[src/rtl/voice_fetch_arbiter.sv]
// rtl/voice_fetch_arbiter.sv - round-robin arbiter sharing one sample-memory read port among voices
// Grants one eligible voice per cycle and returns each read tagged to its requester.
module voice_fetch_arbiter #(
  parameter int NUM_VOICES   = 8,
  parameter int ADDR_WIDTH   = 16,
  parameter int SAMPLE_WIDTH = 16,
  parameter int READ_LATENCY = 2
) (
  input  logic                             clk_in,
  input  logic                             rst_n_in,
  input  logic [NUM_VOICES-1:0]            active_in,
  input  logic [NUM_VOICES-1:0]            req_in,
  input  logic [NUM_VOICES*ADDR_WIDTH-1:0] addr_in,
  input  logic                             sample_tick_in,
  input  logic                             clear_overrun_in,
  output logic [NUM_VOICES-1:0]            gnt_out,
  output logic                             mem_en_out,
  output logic [ADDR_WIDTH-1:0]            mem_addr_out,
  input  logic [SAMPLE_WIDTH-1:0]          mem_data_in,
  output logic [NUM_VOICES-1:0]            rvalid_out,
  output logic [SAMPLE_WIDTH-1:0]          rdata_out,
  output logic                             overrun_out
);

  localparam int IW = (NUM_VOICES > 1) ? $clog2(NUM_VOICES) : 1;

  logic [NUM_VOICES-1:0]   gnt_q, gnt_d;
  logic                    mem_en_q, mem_en_d;
  logic [ADDR_WIDTH-1:0]   mem_addr_q, mem_addr_d;
  logic [NUM_VOICES-1:0]   rvalid_q, rvalid_d;
  logic [SAMPLE_WIDTH-1:0] rdata_q, rdata_d;
  logic                    overrun_q, overrun_d;
  logic [IW-1:0]           last_q, last_d;
  logic [NUM_VOICES-1:0]   tag_q [READ_LATENCY];

  logic [NUM_VOICES-1:0]   eligible;
  logic                    found;
  logic [IW-1:0]           win_idx;
  logic [IW-1:0]           cand;

  // The voice granted this cycle still holds its request; mask it out.
  assign eligible = req_in & active_in & ~gnt_q;

  always_comb begin
    found   = 1'b0;
    win_idx = last_q;
    cand    = last_q;
    for (int k = 1; k <= NUM_VOICES; k++) begin
      cand = IW'((int'(last_q) + k) % NUM_VOICES);
      if (!found && eligible[cand]) begin
        found   = 1'b1;
        win_idx = cand;
      end
    end
  end

  always_comb begin
    gnt_d          = '0;
    gnt_d[win_idx] = found;
    mem_en_d       = found;
    mem_addr_d     = found ? addr_in[win_idx*ADDR_WIDTH +: ADDR_WIDTH] : mem_addr_q;
    last_d         = found ? win_idx : last_q;
    rvalid_d       = tag_q[READ_LATENCY-1];
    rdata_d        = (|tag_q[READ_LATENCY-1]) ? mem_data_in : rdata_q;
    overrun_d      = overrun_q;
    if (clear_overrun_in) overrun_d = 1'b0;
    if (sample_tick_in && (|eligible)) overrun_d = 1'b1;
  end

  always_ff @(posedge clk_in or negedge rst_n_in) begin
    if (!rst_n_in) begin
      gnt_q      <= '0;
      mem_en_q   <= 1'b0;
      mem_addr_q <= '0;
      rvalid_q   <= '0;
      rdata_q    <= '0;
      overrun_q  <= 1'b0;
      last_q     <= IW'(NUM_VOICES - 1);
    end else begin
      gnt_q      <= gnt_d;
      mem_en_q   <= mem_en_d;
      mem_addr_q <= mem_addr_d;
      rvalid_q   <= rvalid_d;
      rdata_q    <= rdata_d;
      overrun_q  <= overrun_d;
      last_q     <= last_d;
    end
  end

  // Tag leaves the last stage in the cycle the memory presents its data.
  always_ff @(posedge clk_in or negedge rst_n_in) begin
    if (!rst_n_in) begin
      for (int i = 0; i < READ_LATENCY; i++) tag_q[i] <= '0;
    end else begin
      tag_q[0] <= gnt_q;
      for (int i = 1; i < READ_LATENCY; i++) tag_q[i] <= tag_q[i-1];
    end
  end

  assign gnt_out      = gnt_q;
  assign mem_en_out   = mem_en_q;
  assign mem_addr_out = mem_addr_q;
  assign rvalid_out   = rvalid_q;
  assign rdata_out    = rdata_q;
  assign overrun_out  = overrun_q;

endmodule

[config.mk]
export PLATFORM = sky130hd
export DESIGN_NAME = voice_fetch_arbiter
export DESIGN_NICKNAME = d
export VERILOG_FILES = /design/src/rtl/voice_fetch_arbiter.sv
export SDC_FILE = /design/constraint.sdc
export NUM_CORES = 1
export LEC_CHECK = 0
export ABC_AREA = 1
export CAP_MARGIN = 20
export CELL_PAD_IN_SITES_DETAIL_PLACEMENT = 0
export CELL_PAD_IN_SITES_GLOBAL_PLACEMENT = 1
export CORE_ASPECT_RATIO = 1.4
export CORE_MARGIN = 10
export CORE_UTILIZATION = 26
export DETAILED_ROUTE_END_ITERATION = 8
export PLACE_DENSITY = 0.76
export SLEW_MARGIN = 20
export SYNTH_ARGS = -nofsm -noshare
export SYNTH_HDL_FRONTEND = slang
export SYNTH_SLANG_ARGS = --single-unit
export TNS_END_PERCENT = 100
[constraint.sdc]
create_clock -name clk_in -period 2.9 [get_ports clk_in]
set_clock_uncertainty 0.15 [all_clocks]
set_input_delay 0.58 -clock clk_in [delete_from_list [all_inputs] [get_ports clk_in]]
set_output_delay 0.58 -clock clk_in [all_outputs]
set_load 0.02 [all_outputs]
Word level (Yosys, flattened, before mapping). Cells that the tools add are included. W data, S select, Z words.

Flip-flop bits (word level): 69. Logic and storage cells: 87.

Shift operators: 1. Bitwise operators: 4. Multiplexer cells: 36. Add/subtract/negate cells: 8. Order comparisons: 10. Reduce and logical (&&, ||, !) cells: 19.

Operators by type and width (number): $shiftx A128 B8 Y16 (1); $lt A3 B4 Y1 const B (9); $and A8 B8 Y8 (3); $bmux W1 S3 (8); $mux W3 (8); $mux W1 (19); $reduce_or A8 Y1 (2); $add A3 B3 Y3 const B (4); $logic_and A1 B1 Y1 (9); $not A8 Y8 (1); $logic_not A1 Y1 (7); $add A3 B1 Y3 const B (2); $add A3 B2 Y3 const B (2); $demux W1 S3 (1); $ge A3 B1 Y1 const B (1); $reduce_bool A2 Y1 (1).

Logic depth before layout (Yosys ltp).
Depth after elaboration: 31. Depth in mapped cells: 25.

Least setup slack after synthesis. No wires, ideal clock.

Path type: register to register. Start: register last_q[1]. End: register mem_addr_q[2] (netlist: mem_addr_out[2]). Stages on the path, launching flop included: 25. Library setup time: 0.117 ns. Buffers on the path: 4. Data arrival time: 2.933 ns. Path slack: -0.300 ns. Clock period less this slack: 3.200 ns. Path through: dfstp_2 -> buf_4 -> clkinv_1 -> ha_1 -> buf_2 -> inv_1 -> nand3_1 -> nand2_1 -> nand2_1 -> nand2_1 -> nand3_2 -> nor2_4 -> nand4_4 -> nand2_2 -> nand2_1 -> buf_6 -> buf_6 -> nand2_1 -> nand2_1 -> nand2_1 -> nand2_1 -> nand2_1 -> nand2_1 -> nand2_1 -> nand2_1.

Cells in the longest elaborated chain, start to end: 26. Elaborated cells on any way between the ends: 55. Those cells by class: 8 x add/sub; 1 x shift; 32 x mux; 14 x reduce/logical.

RTL lines: start, declared (line 33) `logic [IW-1:0] last_q, last_d;`; start signal, assigned (line 78) `last_q <= IW'(NUM_VOICES - 1);`; start signal, assigned (line 86) `last_q <= last_d;`; $add A3 B1 Y3 (line 49) `cand = IW'((int'(last_q) + k) % NUM_VOICES);`; $bmux W1 S3 (line 50) `if (!found && eligible[cand]) begin`; $mux W1 (implied by the code) (line 50); $mux W1 (line 50); $logic_not A1 Y1 (line 50); $logic_and A1 B1 Y1 (line 50); $mux W1 (line 50); $logic_not A1 Y1 (line 50); [... 10 more ...]; $mux W1 (line 50); $logic_not A1 Y1 (line 50); $logic_and A1 B1 Y1 (line 50); $mux W1 (line 50); $logic_not A1 Y1 (line 50); $logic_and A1 B1 Y1 (line 50); $mux W3 (line 50); $shiftx A128 B8 Y16 (line 61) `mem_addr_d = found ? addr_in[win_idx*ADDR_WIDTH +: ADDR_WIDTH] : mem_addr_q;`; end signal, assigned (line 82) `mem_addr_q <= mem_addr_d;`; end, declared (line 29) `logic [ADDR_WIDTH-1:0] mem_addr_q, mem_addr_d;`.

Several ways; a longest one is shown, not always the timed one. The select of a mux whose other input is x is not followed. A chain may end at the register's enable or synchronous reset.

Worst setup path after layout.
Start: register last_q[1]. End: register mem_addr_q[6] (netlist: mem_addr_out[6]).

Same word-level chain as after synthesis.

==> summary.txt <==
Synthesis
  – Post-synth top flop: dfrtp_1
  – Sequential area share after synthesis: 36.91%
  – Mapped Avg Cell Area: 6.594 µm²
  – Syn Nets: 877
  – FFs w/ async S/R, synth: 100.0%
  – Mapped Cells: 711
  – Yosys reg bits: 69
  – Syn. warnings: 0
  – Distinct cell type count after synthesis: 29
  – Post-synth EDFFs: 0
  – Mapped Area: 4688 µm²

Timing
  – Final setup vio count: 20
  – Final WS setup: -151.3 ps
  – Crit path time final: 3051 ps
  – Slew Limit Headroom: 50.67%
  – Unrepaired setup endpoints after global routing: yes
  – Fin. Hold Viols: 0
  – Highest Clock Rate: 0.3277 GHz
  – Slew @ Worst Pin: 739.9 ps
  – Pins Over Slew Limit: 0
  – Tcrit/Tclk final: 105.2%

Die
  – Initial Util: 26.26%
  – Boundary Pins: 214
  – Die X-Extent: 133.5 µm
  – Die Area: 23880 µm²
  – FP Rows: 58
  – Core ar.: 17850 µm²
  – Die span in y: 178.9 µm

CTS
  – Clock Latency Late Sink: 330 ps
  – Hold Buf Count CTS: 0
  – Clock tree buffer depth: 2
  – Htree depth: 3
  – TritonCTS clock tree: done
  – Root buffer cell: clkbuf_16
  – Clock-pin slew on the worst setup and hold paths: 60 ps
  – Clock Sinks: 69
  – Num CTS Buffers: 9

Final layout
  – Multi-input gate area: 2958 µm²
  – Diode count: 0
  – Commonest non-fill, non-tap cell in the layout: nand2_1
  – Fillers: 1815
  – Layout cells sized above 1: 20.88%
  – Final nets: 1138
  – Sequential Area: 1730 µm²
  – Area Overhead vs Synth: 78.94%
  – Most frequent cells in the layout: nand2_1, clkdlybuf4s50_1, nand3_1
  – Final Util: 46.99%

Routing
  – DR pass1 iterations: 4
  – Vias: 5517
  – Final ANT Viol Nets: 0
  – Wirelength per Cell: 17.20 µm
  – Residual DRC: 0
  – Vias/cell: 4.533
  – Total Wirelength: 20.93 mm
  – DR iter-0 viols: 283

Worst setup path
  – CP startpoint: last_q[1]$_DFFE_PN1P_
  – CP Cell Sequence: clkinv_4 > ha_4 > inv_8 > nand2_2 > nand3_2 > nand2_4 > nand3_4 > nor2_4 > nand4_4 > nand2_4 > nand2_8 > buf_12 > buf_16 > nand2_1 > nand2_1 > nand2_1 > nand2_1 > nand2_1 > nand2_1 > nand2_1 > nand2_1
  – CP endpoint: mem_addr_out[6]$_DFFE_PN0P_
  – Worst Path Max Fanout: 8
  – Critical path's slowest cell: dfstp_2
  – WS Path Type: register to register
  – RR Startpoint: last_q[1]$_DFFE_PN1P_
  – Req. time, crit path: 2970 ps
  – Reg2reg path depth: 21
  – Worst EP arrival: 3120 ps
  – Crit. End Element: register
  – Critical path launch point type: register
  – Crit path largest cell delay: 570 ps
  – Most frequent CP cell: nand2_1
  – R2R setup slack: -150 ps
  – Reg-to-reg endpoint: mem_addr_out[6]$_DFFE_PN0P_

Placement
  – GP Congestion: 0.8626
  – Hpwl dp: 15.72 mm
  – PortBufs: 213

GRT
  – Total congestion overflow: 0
  – Largest net degree at the start of global routing: 44
  – Met3 usage: 5.216%
  – Most utilized layer in the global route result: met2
  – Global-route wire length before repair: 31.96 mm
  – Initial antenna violation count: 0
  – Vias in the first global route: 5821
  – Total Routing Usage GR: 17.05%
  – Met2 Resource Use GR: 31.19%
  – Met1 Use GR: 17.70%

Run
  – Max-cap violations: 0

Status
  – Outcome: finished, violations left
  – Failing checks: setup timing

Worst hold path
  – Class of the worst hold path: input port to async pin
## logic make-up (layout without fill, tap and decap cells)
logic type,after synthesis,in the layout,synth area share (%)
compound gates,9,9,1.521
xor+xnor,3,3,1.041
fa+ha+maj,2,2,0.5337
buf+inv,62,328,7.473
flops,69,69,36.91
mux,16,16,3.843
simple gates,550,550,48.68
## layout make-up
class	count	area share, %
clock buffers	9	2.685
clock inverters	7	0.6711
inverters	23	1.178
multi-input cells	580	35.26
flip-flops and latches	69	20.63
well taps	240	3.579
repair buffers	289	36.00
## registers in the layout, summed over array words and instances (netlist names), 3 cells and up
name / flops
mem_addr_out: 16
rdata_out: 16
gnt_out: 8
rvalid_d: 8
rvalid_out: 8
tag_q: 8
last_q: 3
## synthesized netlist by cell type (all sizes together), types with 3 or more instances
cell | n | share of area [%]
buf | 35 | 5.3
clkbuf | 4 | 0.32
dfrtp | 66 | 35
dfstp | 3 | 1.7
inv | 22 | 1.8
mux2 | 16 | 3.8
nand2 | 401 | 32
nand3 | 113 | 12
nand4 | 6 | 1.1
nor2 | 23 | 2.1
nor4 | 3 | 0.40
o21ai | 7 | 0.83
xor2 | 3 | 1.0
## metrics by stage
step | instances | area [µm²] | hold WS (ps) | worst slack (ps) | setup TNS, ps
after floorplan | 711 | 4737 | 134.4 | 23.61 | 0
after global placement | 1172 | 7355 | 181.2 | -623.5 | -12230
after detailed placement | 1172 | 7355 | 184.7 | -642.5 | -12690
after CTS | 1213 | 8194 | 124.2 | -121.8 | -1681
after global routing | 1217 | 8389 | 144.2 | -362.0 | -6810
final | 1217 | 8389 | 108.0 | -151.3 | -2065
## worst max-delay path, delay by kind of cell, from the launching register on
kind,cells,cell delay [ps]
adders and majority gates,1,380
buffers and inverters,4,440
DFF,1,570
and+or+nand+nor,16,1380
## worst min path at each step
stage	start	end	slack [ps]	depth (start not counted)
final	rst_n_in	rvalid_out[5]$_DFF_PN0_	110	1
after global routing	rst_n_in	rdata_out[14]$_DFFE_PN0P_	140	1
after CTS	rst_n_in	rvalid_d[5]$_DFF_PN0_	120	1
after detailed placement	tag_q[10]$_DFF_PN0_	rvalid_d[2]$_DFF_PN0_	180	0
after global placement	tag_q[10]$_DFF_PN0_	rvalid_d[2]$_DFF_PN0_	180	0
after floorplan	rst_n_in	gnt_out[0]$_DFF_PN0_	130	0
## per-layer routing
metal,wire length [µm],vias up
met4,702,0
li1,-,2775
met2,10780,207
met3,1543,39
met1,7907,2496
met5,0,-
## repair_timing
item / CTS / global route
gates cloned: 5 / 2
pin swaps: 37 / 22
resized for setup: 70 / 29
buffers inserted: 20 / 2
setup endpoints to repair: 23 / 25
endpoints found under the hold margin: 0 / 0
Power is left out: the tool's default activity adds up to more than one toggle a clock period on the data nets, which glitch-free logic cannot reach.
